==> src/rtl/i2c_fifo_pkg.sv <==
// Shared constants, types and helpers for the I2C byte FIFO slice.
package i2c_fifo_pkg;

  localparam int unsigned I2C_FIFO_DATA_W = 8;
  localparam int unsigned I2C_FIFO_DEPTH  = 16;

  // Byte word carried on the I2C TX/RX paths.
  typedef logic [I2C_FIFO_DATA_W-1:0] i2c_byte_t;

  // Per-cycle accepted operation, encoded as {rd_acc, wr_acc}.
  typedef enum logic [1:0] {
    OP_IDLE = 2'b00,
    OP_WR   = 2'b01,
    OP_RD   = 2'b10,
    OP_BOTH = 2'b11
  } fifo_op_e;

  // Occupancy counter width: one extra bit so that DEPTH itself is representable.
  function automatic int unsigned fifo_cnt_w(input int unsigned depth);
    return $clog2(depth) + 1;
  endfunction

endpackage

==> src/rtl/i2c_fifo_mem.sv <==
// Simple dual-port storage array: one synchronous write port, one
// synchronous read port. The array itself is never reset; only the
// read-data register is cleared.
module i2c_fifo_mem
  import i2c_fifo_pkg::*;
#(
  parameter int unsigned DATA_W = I2C_FIFO_DATA_W,
  parameter int unsigned DEPTH  = I2C_FIFO_DEPTH
) (
  input  logic                     clk,
  input  logic                     reset,
  input  logic                     we,
  input  logic [$clog2(DEPTH)-1:0] waddr,
  input  logic [DATA_W-1:0]        wdata,
  input  logic                     re,
  input  logic [$clog2(DEPTH)-1:0] raddr,
  output logic [DATA_W-1:0]        rdata
);

  logic [DATA_W-1:0] mem [DEPTH];

  // Write port: store incoming word at the write address.
  always_ff @(posedge clk) begin
    if (we) begin
      mem[waddr] <= wdata;
    end
  end

  // Read port: register the addressed word; hold the last value when idle.
  always_ff @(posedge clk) begin
    if (reset) begin
      rdata <= '0;
    end else if (re) begin
      rdata <= mem[raddr];
    end
  end

endmodule

==> src/rtl/i2c_sync_fifo.sv <==
// Parametrised synchronous byte FIFO between the I2C bit engine and the
// host/register side. Independent read/write enables, exact DEPTH capacity,
// watermarks, occupancy count and a registered read-valid strobe.
// Optional sticky overflow/underflow flags with err_clr: I2C_FIFO_ERR_EN.
module i2c_sync_fifo
  import i2c_fifo_pkg::*;
#(
  parameter int unsigned DATA_W     = I2C_FIFO_DATA_W,
  parameter int unsigned DEPTH      = I2C_FIFO_DEPTH,
  parameter int unsigned AFULL_THR  = DEPTH - 2,
  parameter int unsigned AEMPTY_THR = 2
) (
  input  logic                         clk,
  input  logic                         reset,
  input  logic                         wr_en,
  input  logic [DATA_W-1:0]            din,
  input  logic                         rd_en,
  output logic [DATA_W-1:0]            dout,
  output logic                         dout_valid,
  output logic                         full,
  output logic                         empty,
  output logic                         almost_full,
  output logic                         almost_empty,
  output logic [fifo_cnt_w(DEPTH)-1:0] count
`ifdef I2C_FIFO_ERR_EN
  ,
  input  logic                         err_clr,
  output logic                         overflow,
  output logic                         underflow
`endif
);

  localparam int unsigned AW = $clog2(DEPTH);
  localparam int unsigned CW = fifo_cnt_w(DEPTH);

  localparam logic [CW-1:0] FULL_C   = CW'(DEPTH);
  localparam logic [CW-1:0] AFULL_C  = CW'(AFULL_THR);
  localparam logic [CW-1:0] AEMPTY_C = CW'(AEMPTY_THR);

  logic [AW-1:0] wrptr;
  logic [AW-1:0] rdptr;
  logic [CW-1:0] cnt;
  logic [CW-1:0] cnt_nxt;
  logic          wr_acc;
  logic          rd_acc;
  fifo_op_e      op;

  // Flags decode the registered count only, never same-cycle inputs.
  assign full         = (cnt == FULL_C);
  assign empty        = (cnt == '0);
  assign almost_full  = (cnt >= AFULL_C);
  assign almost_empty = (cnt <= AEMPTY_C);
  assign count        = cnt;

  // Full blocks writes even when a read frees space this cycle; empty blocks
  // reads even when a write lands this cycle (no fall-through).
  assign wr_acc = wr_en && !full;
  assign rd_acc = rd_en && !empty;

  // Classify the accepted operation and derive the next occupancy.
  always_comb begin
    op      = fifo_op_e'({rd_acc, wr_acc});
    cnt_nxt = cnt;
    case (op)
      OP_WR:   cnt_nxt = cnt + CW'(1);
      OP_RD:   cnt_nxt = cnt - CW'(1);
      default: cnt_nxt = cnt;
    endcase
  end

  // Occupancy register.
  always_ff @(posedge clk) begin
    if (reset) begin
      cnt <= '0;
    end else begin
      cnt <= cnt_nxt;
    end
  end

  // Write pointer: advances on each accepted write, wraps naturally.
  always_ff @(posedge clk) begin
    if (reset) begin
      wrptr <= '0;
    end else if (wr_acc) begin
      wrptr <= wrptr + AW'(1);
    end
  end

  // Read pointer: advances on each accepted read, wraps naturally.
  always_ff @(posedge clk) begin
    if (reset) begin
      rdptr <= '0;
    end else if (rd_acc) begin
      rdptr <= rdptr + AW'(1);
    end
  end

  // Read-valid strobe: one pulse per accepted read, aligned with dout.
  always_ff @(posedge clk) begin
    if (reset) begin
      dout_valid <= 1'b0;
    end else begin
      dout_valid <= rd_acc;
    end
  end

  i2c_fifo_mem #(
    .DATA_W (DATA_W),
    .DEPTH  (DEPTH)
  ) u_mem (
    .clk   (clk),
    .reset (reset),
    .we    (wr_acc),
    .waddr (wrptr),
    .wdata (din),
    .re    (rd_acc),
    .raddr (rdptr),
    .rdata (dout)
  );

`ifdef I2C_FIFO_ERR_EN
  // Sticky overflow: a set condition wins over a same-cycle clear.
  always_ff @(posedge clk) begin
    if (reset) begin
      overflow <= 1'b0;
    end else if (wr_en && full) begin
      overflow <= 1'b1;
    end else if (err_clr) begin
      overflow <= 1'b0;
    end
  end

  // Sticky underflow: a set condition wins over a same-cycle clear.
  always_ff @(posedge clk) begin
    if (reset) begin
      underflow <= 1'b0;
    end else if (rd_en && empty) begin
      underflow <= 1'b1;
    end else if (err_clr) begin
      underflow <= 1'b0;
    end
  end
`else
  // Without error tracking, rejected requests are dropped silently.
`endif

endmodule

==> config.mk <==
export PLATFORM = sky130hd
export DESIGN_NAME = i2c_sync_fifo
export DESIGN_NICKNAME = d
export VERILOG_FILES = /design/src/rtl/i2c_fifo_pkg.sv /design/src/rtl/i2c_fifo_mem.sv /design/src/rtl/i2c_sync_fifo.sv
export SDC_FILE = /design/constraint.sdc
export NUM_CORES = 1
export LEC_CHECK = 0
export BUFFER_PORTS_ARGS = -buffer_cell sky130_fd_sc_hd__clkbuf_2
export CORE_MARGIN = 2
export CORE_UTILIZATION = 60
export DETAILED_ROUTE_END_ITERATION = 12
export PLACE_DENSITY = 0.83
export REMOVE_ABC_BUFFERS = 1
export SLEW_MARGIN = 0
export SYNTH_ARGS = -nofsm -noshare
export SYNTH_HDL_FRONTEND = slang
export SYNTH_SLANG_ARGS = --single-unit
==> constraint.sdc <==
create_clock -name clk -period 3.4 [get_ports clk]
set_input_delay 0.68 -clock clk [delete_from_list [all_inputs] [get_ports clk]]
set_output_delay 0.68 -clock clk [all_outputs]
set_load 0.02 [all_outputs]
# Word-level counts from Yosys, hierarchy flattened
# Memories as Yosys holds them, arrays and structs flattened. A register that Yosys moved wholly into a read port is not among the register bits.
# Cells that the tools add are included.
# totals
input_bits	12
ram_bits	128
elab_cells	23
n_memories	1
out_inout_bits	18
ff_bits	14
# op_classes
reduce_logical	6
muxes	3
order_cmp	2
n_eq_ne	3
n_addsub	4
# memory_table
memory	words	width	rd	rd_ports_with_merged_regs	wr	line	source
u_mem.mem	16	8	1	1	1	i2c_fifo_mem.sv:20	logic [DATA_W-1:0] mem [DEPTH];
# ops
op	count
$pmux W5 S2	1
$add A4 B1 Y4 const B	2
$add A5 B1 Y5 const B	1
$eq A5 B5 Y1 const B	1
$ge A5 B4 Y1 const B	1
$le A5 B2 Y1 const B	1
$logic_not A5 Y1	1
$sub A5 B1 Y5 const B	1
$eq A2 B1 Y1 const B	1
$eq A2 B2 Y1 const B	1
$logic_and A1 B1 Y1	2
$logic_not A1 Y1	2
$mux W1	2
$reduce_bool A2 Y1	1

# Logic depth before layout (Yosys ltp)
# Gate-level depths: netlist (run 1).
# depth
word_depth	5
mapped_depth	12
depth_no_buf	11

# By module
# From an unflattened synthesis (run 1), not the netlist that was laid out.
# hier_totals
hier_cells	404
area_unflattened_um2	6122.1
# by_module_without_submodules
module	seq_area_each_um2	instances	area_each_um2	cells_per_inst
i2c_fifo_mem	4003.8	1	5343.9	316
i2c_sync_fifo	280.3	1	778.2	88

# Least setup slack after synthesis (run 1)
# Ideal clock, no wire load.
# synth_path
path_kind	register to register
startpoint	reg cnt[0] (netlist: count[0])
endpoint	reg cnt[4] (netlist: count[4])
setup_ns	0.121
stages_incl_launch_ff	12
arrival_time_ns	2.878
slack_ns	0.401
path_buffers	1
path_cell_list	dfxtp_1 > or4_4 > o21ai_2 > inv_2 > buf_6 > ha_1 > ha_1 > nor2b_1 > o21ai_0 > a21oi_1 > or3b_1 > mux2_2
# synth_between
elab_chain_len	5
# synth_lines
item	line	source
from (decl)	i2c_sync_fifo.sv:42	logic [CW-1:0] cnt;
from (signal assigned)	i2c_sync_fifo.sv:76	cnt <= cnt_nxt;
$logic_not A5 Y1 *	i2c_sync_fifo.sv:50	assign empty = (cnt == '0);
$logic_not A1 Y1 *	i2c_sync_fifo.sv:58	assign rd_acc = rd_en && !empty;
$logic_and A1 B1 Y1 *	i2c_sync_fifo.sv:58	
via rd_acc	i2c_sync_fifo.sv:45	logic rd_acc;
$eq A2 B2 Y1 / $eq A2 B1 Y1 (equally long branches)	i2c_sync_fifo.sv:64	case (op)
$pmux W5 S2 / $reduce_bool A2 Y1 (equally long branches)	--	
# The timed path passes the listed nets; every way through them passes the cells marked *.
# A chain may end at the register's enable or synchronous reset.

# Final worst setup path (run 1)
# layout_path
startpoint	reg cnt[1] (netlist: count[1])
endpoint	reg cnt[4] (netlist: count[4])
# layout_between
elab_chain_len	5
# layout_lines
item	line
$eq A5 B5 Y1 / $logic_not A5 Y1 (equally long branches)	i2c_sync_fifo.sv:49, i2c_sync_fifo.sv:50
$logic_not A1 Y1 (on tied branches)	i2c_sync_fifo.sv:57, i2c_sync_fifo.sv:58
$logic_and A1 B1 Y1 (on tied branches)	i2c_sync_fifo.sv:57, i2c_sync_fifo.sv:58
$eq A2 B2 Y1 / $eq A2 B1 Y1 (equally long branches)	i2c_sync_fifo.sv:64
$pmux W5 S2 / $reduce_bool A2 Y1 (equally long branches)	--
# Parallel ways exist; a longest one is shown, timed or not.

==> impl_results.md, run 1 <==
* Outcome: finished clean
* Post-synthesis async set-or-reset flop share at 0
* Data required time of the worst path at around 3.8 ns
* Routed vias/inst at about 6
* Commonest cells post-synth: edfxtp_1 (128), mux2i_1 (65), nor2_1 (37)
* Clock sinks at 150
* Slowest CP cell: nor4_1
* Period minus WS final at 3.05 ns
* Avg WL per Cell at 21.6 um
* Post-Syn Instances at 394
* Area leader, netlist: edfxtp_1
* Largest net degree at the start of global routing at 38
* Post-synth EDFFs at 128
* Fin. Hold Viols at 0
* Total power at around 5000 uW
* Hold path endpoint: dout_valid
* RR Startpoint: count[1]
* Total congestion overflow at 0
* Core area at 9770 sq um
* Final nets at 449
* Synth area leaders: edfxtp_1 (64%), mux2i_1 (11%), dfxtp_1 (7.3%), o22ai_1 (3.3%), nor2_1 (2.3%)
* CP arrival at 3.46 ns
* Syn_area_per_cell at 15.4 sq um
* Final WL at ~12,000 um
* Initial antenna violation count at 0
* # rows at 36
* Number of diodes at 0
* Most common cell in the synthesized netlist: edfxtp_1
* RSZ-0062 raised after global routing: false
* Relative slew slack at 0.430
* FILL cells at approximately 630
* Initial Util at 0.619
* Postcts setup bufs at 0
* Post-cts sizing count at 0
* DR iter-0 viols at between 400 and 500
* Hold Crit Start: rd_en
* Reg-to-reg endpoint: count[4]
* CP startpoint: count[1]
* Ports at 30
* FMAX at 328 MHz
* Sequential power share at 0.451
* Combinational power share at 0.193
* Worst Path Buf+Inv at 2
* H-tree Lvls at 4
* Most repeated library cell on the critical path: inv_1
* Worst r2r path cells at 11
* Hold Path Class: primary input to flop
* GPL Wtd Cong at about 0.80
* P per Cell Area at 726 nW/um^2
* Clock skew at 0.00792 ns
* Drt first pass iters at 5
* Seq/Total Area, Yosys at 0.708
* WHS Path Cells at 3
* R2R setup slack at 0.35 ns
* Period utilisation layout at 0.897
* Num CTS Buffers at 17
* Max-slew violations at 0
* Routed Antenna Nets at 0
* Clock Pin Slew Worst Setup and Hold Paths at approximately 0.06 ns
* Unique masters post-synth at 41
* Pint at 3520 uW
* DRC Markers at 0
* Top_reg_cell synth: edfxtp_1
* CTS root buf: clkbuf_8
* CP Launch Type: flop
* # setup viols final at 0
* Max rail drop VDD at between 0.4 and 0.5 mV
* CP Class: flop to flop
* Die ar. at 10,900 sq um
* Port bufs at 29
* Hold_buf cts at 0
* Max stage delay on crit path at around 0.56 ns
* Worst slew pin tran at 0.852 ns
* Ys Warns at 0
* CP top delay family: simple AND/OR/NAND/NOR gates
* Hpwl dp at 7710 um
* Area delta synth->final at 13.5%
* Switch Pwr at about 1500 uW
* Vias in the first global route at 3,441
* Sw Share at 0.293
* Share of cells above drive strength 1 at 0.173
* Cell breakdown of the critical path: nor4_1, a21boi_2, inv_1, ha_1, inv_1, fa_1, nor2b_1, o21ai_0, nand3_1, or3b_1, mux2_2
* Chip Height at between 100 and 150 um
* Vias at 3,498
* CP Capture Type: flop
* Post-synth top area share at 0.635
* Crit path max fanout at 8
* CTS tree: built
* Post-route setup TNS at 0 ns
* Max Cap Viol at 0
* GRT Total Usage at 0.247
* Mapped Area at between 6000 and 7000 sq um
* Clock power share at 0.356
* Worst skew pair latency at 0.53 ns
* Yosys reg bits at 150
* First-pass GRT wire length at 19,500 um
* Die span in x at 104 um
* CTS Buffer Depth at 2
* Leakage power at 0.00223 uW
[layout by cell type (no fill, tap or decap), types with 4 or more instances in the layout]
master     Yosys  routed
inv_1          7       7
mux2i_1       65      65
nor2_1        37      37
a21oi_1        6       6
xor2_1         4       4
dfxtp_1       22      21
o22ai_1       32      32
nand2_1        8       8
buf_4          4       6
clkbuf_2       1      29
nor3_1         5       5
edfxtp_1     128     128
a211oi_1       7       7
clkbuf_16      0      16
nor4_1         9       9
inv_6          0       5
ha_1           9       9
[state kept, by name, indices dropped and copies added, names as in the netlist]
name and count:
u_mem.mem 128, dout_valid 1, u_mem.rdata 8, count 5, wrptr 4, rdptr 4
[how the worst max path moves through the flow]
stage                     end  cells after the start  slack (ns)
4_1_cts              count[4]                     10        0.40
6_report             count[4]                     11        0.35
2_1_floorplan  u_mem.rdata[7]                      4        0.06
3_3_place_gp         count[4]                     10        0.54
3_5_place_dp         count[4]                     10        0.43
5_1_grt              count[4]                     11        0.21
[metal layers]
layer,wire length (um),up-vias,GRT usage,part of all wire
met5,0,-,0,0
met1,4840,1724,0.331,0.39
met4,326,0,0.0985,0.026
li1,-,1578,-,-
met2,6200,168,0.390,0.50
met3,1040,28,0.0639,0.084
[area by class of cell]
| type | instances | area [sq um] | area share |
|---|---|---|---|
| Clock buffer | 18 | 418 | 0.0609 |
| Clock inverter | 14 | 148 | 0.0215 |
| Inverter | 8 | 30.0 | 0.00437 |
| Multi-Input combinational cell | 214 | 1610 | 0.234 |
| Sequential cell | 150 | 4290 | 0.624 |
| Tap cell | 133 | 166 | 0.0242 |
| Timing Repair Buffer | 36 | 210 | 0.0306 |
[logic make-up after synthesis]
kind of cell / after synthesis / share of synthesized area
flops: 150 / 0.708
simple gates: 78 / 0.0641
mux: 66 / 0.109
compound gates: 52 / 0.0573
buf+inv: 30 / 0.0267
fa+ha+maj: 10 / 0.0219
xor+xnor: 8 / 0.0128
[per-stage QoR]
step           instances  hold slack (ns)   util  area (sq um)  setup WS [ns]
6_report             573            0.419  0.703          6870          0.350
2_1_floorplan        372            0.525      -          5920         0.0579
4_1_cts              573            0.407  0.703          6870          0.398
3_3_place_gp         541            0.486  0.645          6300          0.542
5_1_grt              573            0.437  0.703          6870          0.205
3_5_place_dp         541            0.493  0.645          6300          0.427
[worst register-to-register path, delay by kind of cell (launching register included)]
family	cells	cell delay, ns
flops	1	0.39
mux	1	0.27
fa+ha+maj	2	0.61
compound gates	2	0.27
buf+inv	2	0.18
simple gates	4	1.21
[power groups by stage]
stage               registers, uW  clock network [uW]  logic (uW)
finish                       2250                1770         963
floorplan                    2350                   0         536
CTS                          2240                1790         962
global placement             2270                   0         902
global route                 2260                1880        1050
detailed placement           2280                   0         946
Note: power is estimated with default switching activity, not from simulation.
==> run 2, diff against run 1 <==
--- a/config.mk
+++ b/config.mk
@@ -6,6 +6,7 @@
 export NUM_CORES = 1
 export LEC_CHECK = 0
 export BUFFER_PORTS_ARGS = -buffer_cell sky130_fd_sc_hd__clkbuf_2
+export CORE_ASPECT_RATIO = 0.75
 export CORE_MARGIN = 2
 export CORE_UTILIZATION = 60
 export DETAILED_ROUTE_END_ITERATION = 12
==> impl_results.md, run 2 (same netlist as run 1, synthesis figures left out) <==
* Outcome: finished clean
* Worst skew pair latency at 0.42 ns
* Vias at about 3,400
* FILL cells at 627
* CTS Buffer Depth at 2
* Clock sinks at 150
* Reg-to-reg endpoint: count[4]
* Max-slew violations at 0
* Core area at 9740 sq um
* Leakage power at around 0.0023 uW
* R2R setup slack at about 0.33 ns
* Avg WL per Cell at 21.1 um
* Post-route setup TNS at 0 ns
* Largest net degree at the start of global routing at 36
* # setup viols final at 0
* DRC Markers at 0
* Ports at 30
* Final nets at 450
* Sequential power share at 0.444
* Cell breakdown of the critical path: or4_4, o21ai_2, inv_2, ha_1, ha_1, nor2b_1, o21ai_0, a21oi_1, or3b_1, mux2_2
* Post-cts sizing count at 0
* Met1 usage at 0.329
* Hold_buf cts at 0
* Num CTS Buffers at 17
* CP Class: flop to flop
* Routed Antenna Nets at 0
* First-pass GRT wire length at 18,700 um
* CP Capture Type: flop
* RR Startpoint: count[0]
* Hpwl dp at 7740 um
* DR iter-0 viols at 334
* Crit path max fanout at 7
* Most frequent cells in the layout: edfxtp_1 (128), mux2i_1 (65), nor2_1 (37), o22ai_1 (32), clkbuf_2 (29)
* CP top delay family: simple AND/OR/NAND/NOR gates
* CP arrival at 3.37 ns
* Setup ws final at 0.333 ns
* Finished Layout Cells at between 500 and 600
* Biggest register: u_mem.mem
* Max stage delay on crit path at between 0.5 and 0.6 ns
* Area delta synth->final at 14.0%
* Switch Pwr at 1430 uW
* Total power at 5050 uW
* Max Cap Viol at 0
* Hold Path Class: flop to flop
* Routed vias/inst at 5.93
* Port bufs at 29
* Number of diodes at 0
* CP Launch Type: flop
* Met2 global-route usage at 0.359
* Die span in x at 120 um
* CTS tree: built
* Placed insts at 541
* Total congestion overflow at 0
* P per Cell Area at between 700 and 800 nW/um^2
* Clock skew at 0.00887 ns
* CTS root buf: clkbuf_16
* Worst Path Buf+Inv at 1
* Pre-CTS WS at approximately 0.37 ns
* Chip Height at 91.0 um
* Combinational power share at 0.190
* Initial Util at 0.622
* Hold path endpoint: u_mem.rdata[5]
* Pint at 3620 uW
* Period minus WS final at 3.07 ns
* GRT met3 Usage at 0.0773
* Clock Pin Slew Worst Setup and Hold Paths at 0.06 ns
* Hold Crit Start: u_mem.rdata[5]
* Max FFs per register at 128
* H-tree Lvls at 4
* Initial antenna violation count at 0
* Relative slew slack at 0.458
* Min Hold Slack at 0.508 ns
* Drt first pass iters at 5
* WHS Path Cells at 2
* Final WL at 12,100 um
* Most common cell after layout, fill and taps aside: edfxtp_1
* GPL Wtd Cong at 0.865
* Period utilisation layout at 0.902
* Worst slew pin tran at between 0.8 and 0.9 ns
* GRT Total Usage at 0.239
* FMAX at 326 MHz
* Most repeated library cell on the critical path: ha_1
* # rows at 31
* Data required time of the worst path at 3.70 ns
* Die ar. at between 10,000 and 15,000 sq um
* Worst r2r path cells at 10
* Postcts setup bufs at 0
* Max rail drop VDD at 0.459 mV
* Fin. Hold Viols at 0
* Clock power share at 0.366
* Share of cells above drive strength 1 at 0.177
* Global route hottest layer: met2
* Vias in the first global route at approximately 3,400
* RSZ-0062 raised after global routing: false
* Sw Share at 0.283
* Slowest CP cell: or4_4
## run 2: power groups by stage
| stage | Combinational, uW | Sequential [uW] | Clock (uW) |
|---|---|---|---|
| global placement | 917 | 2260 | 0 |
| global route | 1040 | 2260 | 1950 |
| CTS | 958 | 2240 | 1860 |
| floorplan | 536 | 2350 | 0 |
| detailed placement | 948 | 2280 | 0 |
| finish | 958 | 2240 | 1850 |
## run 2: final cells by class
type                    count  area, sq um  area share
clock buffers              19          433      0.0628
repair buffers             37          218      0.0316
well taps                 132          165      0.0239
clock inverters            13          156      0.0227
multi-input cells         214         1610       0.233
flip-flops and latches    150         4290       0.622
inverters                   8         30.0     0.00435
## run 2: layer usage
| layer | part of all wire | wire length, um |
|---|---|---|
| met1 | 0.41 | 4940 |
| met2 | 0.47 | 5720 |
| met3 | 0.10 | 1210 |
| met4 | 0.016 | 191 |
| met5 | 0 | 0 |
## run 2: per-stage QoR
| step | util | area (sq um) |
|---|---|---|
| 2_1_floorplan | - | 5920 |
| 3_3_place_gp | 0.648 | 6310 |
| 3_5_place_dp | 0.648 | 6310 |
| 4_1_cts | 0.708 | 6900 |
| 5_1_grt | 0.708 | 6900 |
| 6_report | 0.708 | 6900 |
## run 2: worst reg2reg max path, cell delays in order, from the launching register on
cell and delay, ns:
dfxtp_1 0.38, or4_4 0.57, o21ai_2 0.19, inv_2 0.06, ha_1 0.27, ha_1 0.33, nor2b_1 0.15, o21ai_0 0.25
a21oi_1 0.12, or3b_1 0.36, mux2_2 0.27
## run 2: how the worst max path moves through the flow
stage | start | to | slack (ns) | cells after the start
after detailed placement | count[0] | count[4] | 0.37 | 10
final | count[0] | count[4] | 0.33 | 10
after CTS | count[0] | count[4] | 0.36 | 10
after global placement | count[0] | count[4] | 0.55 | 10
after floorplan | rdptr[2] | u_mem.rdata[7] | 0.06 | 4
after global routing | count[0] | count[4] | 0.19 | 10
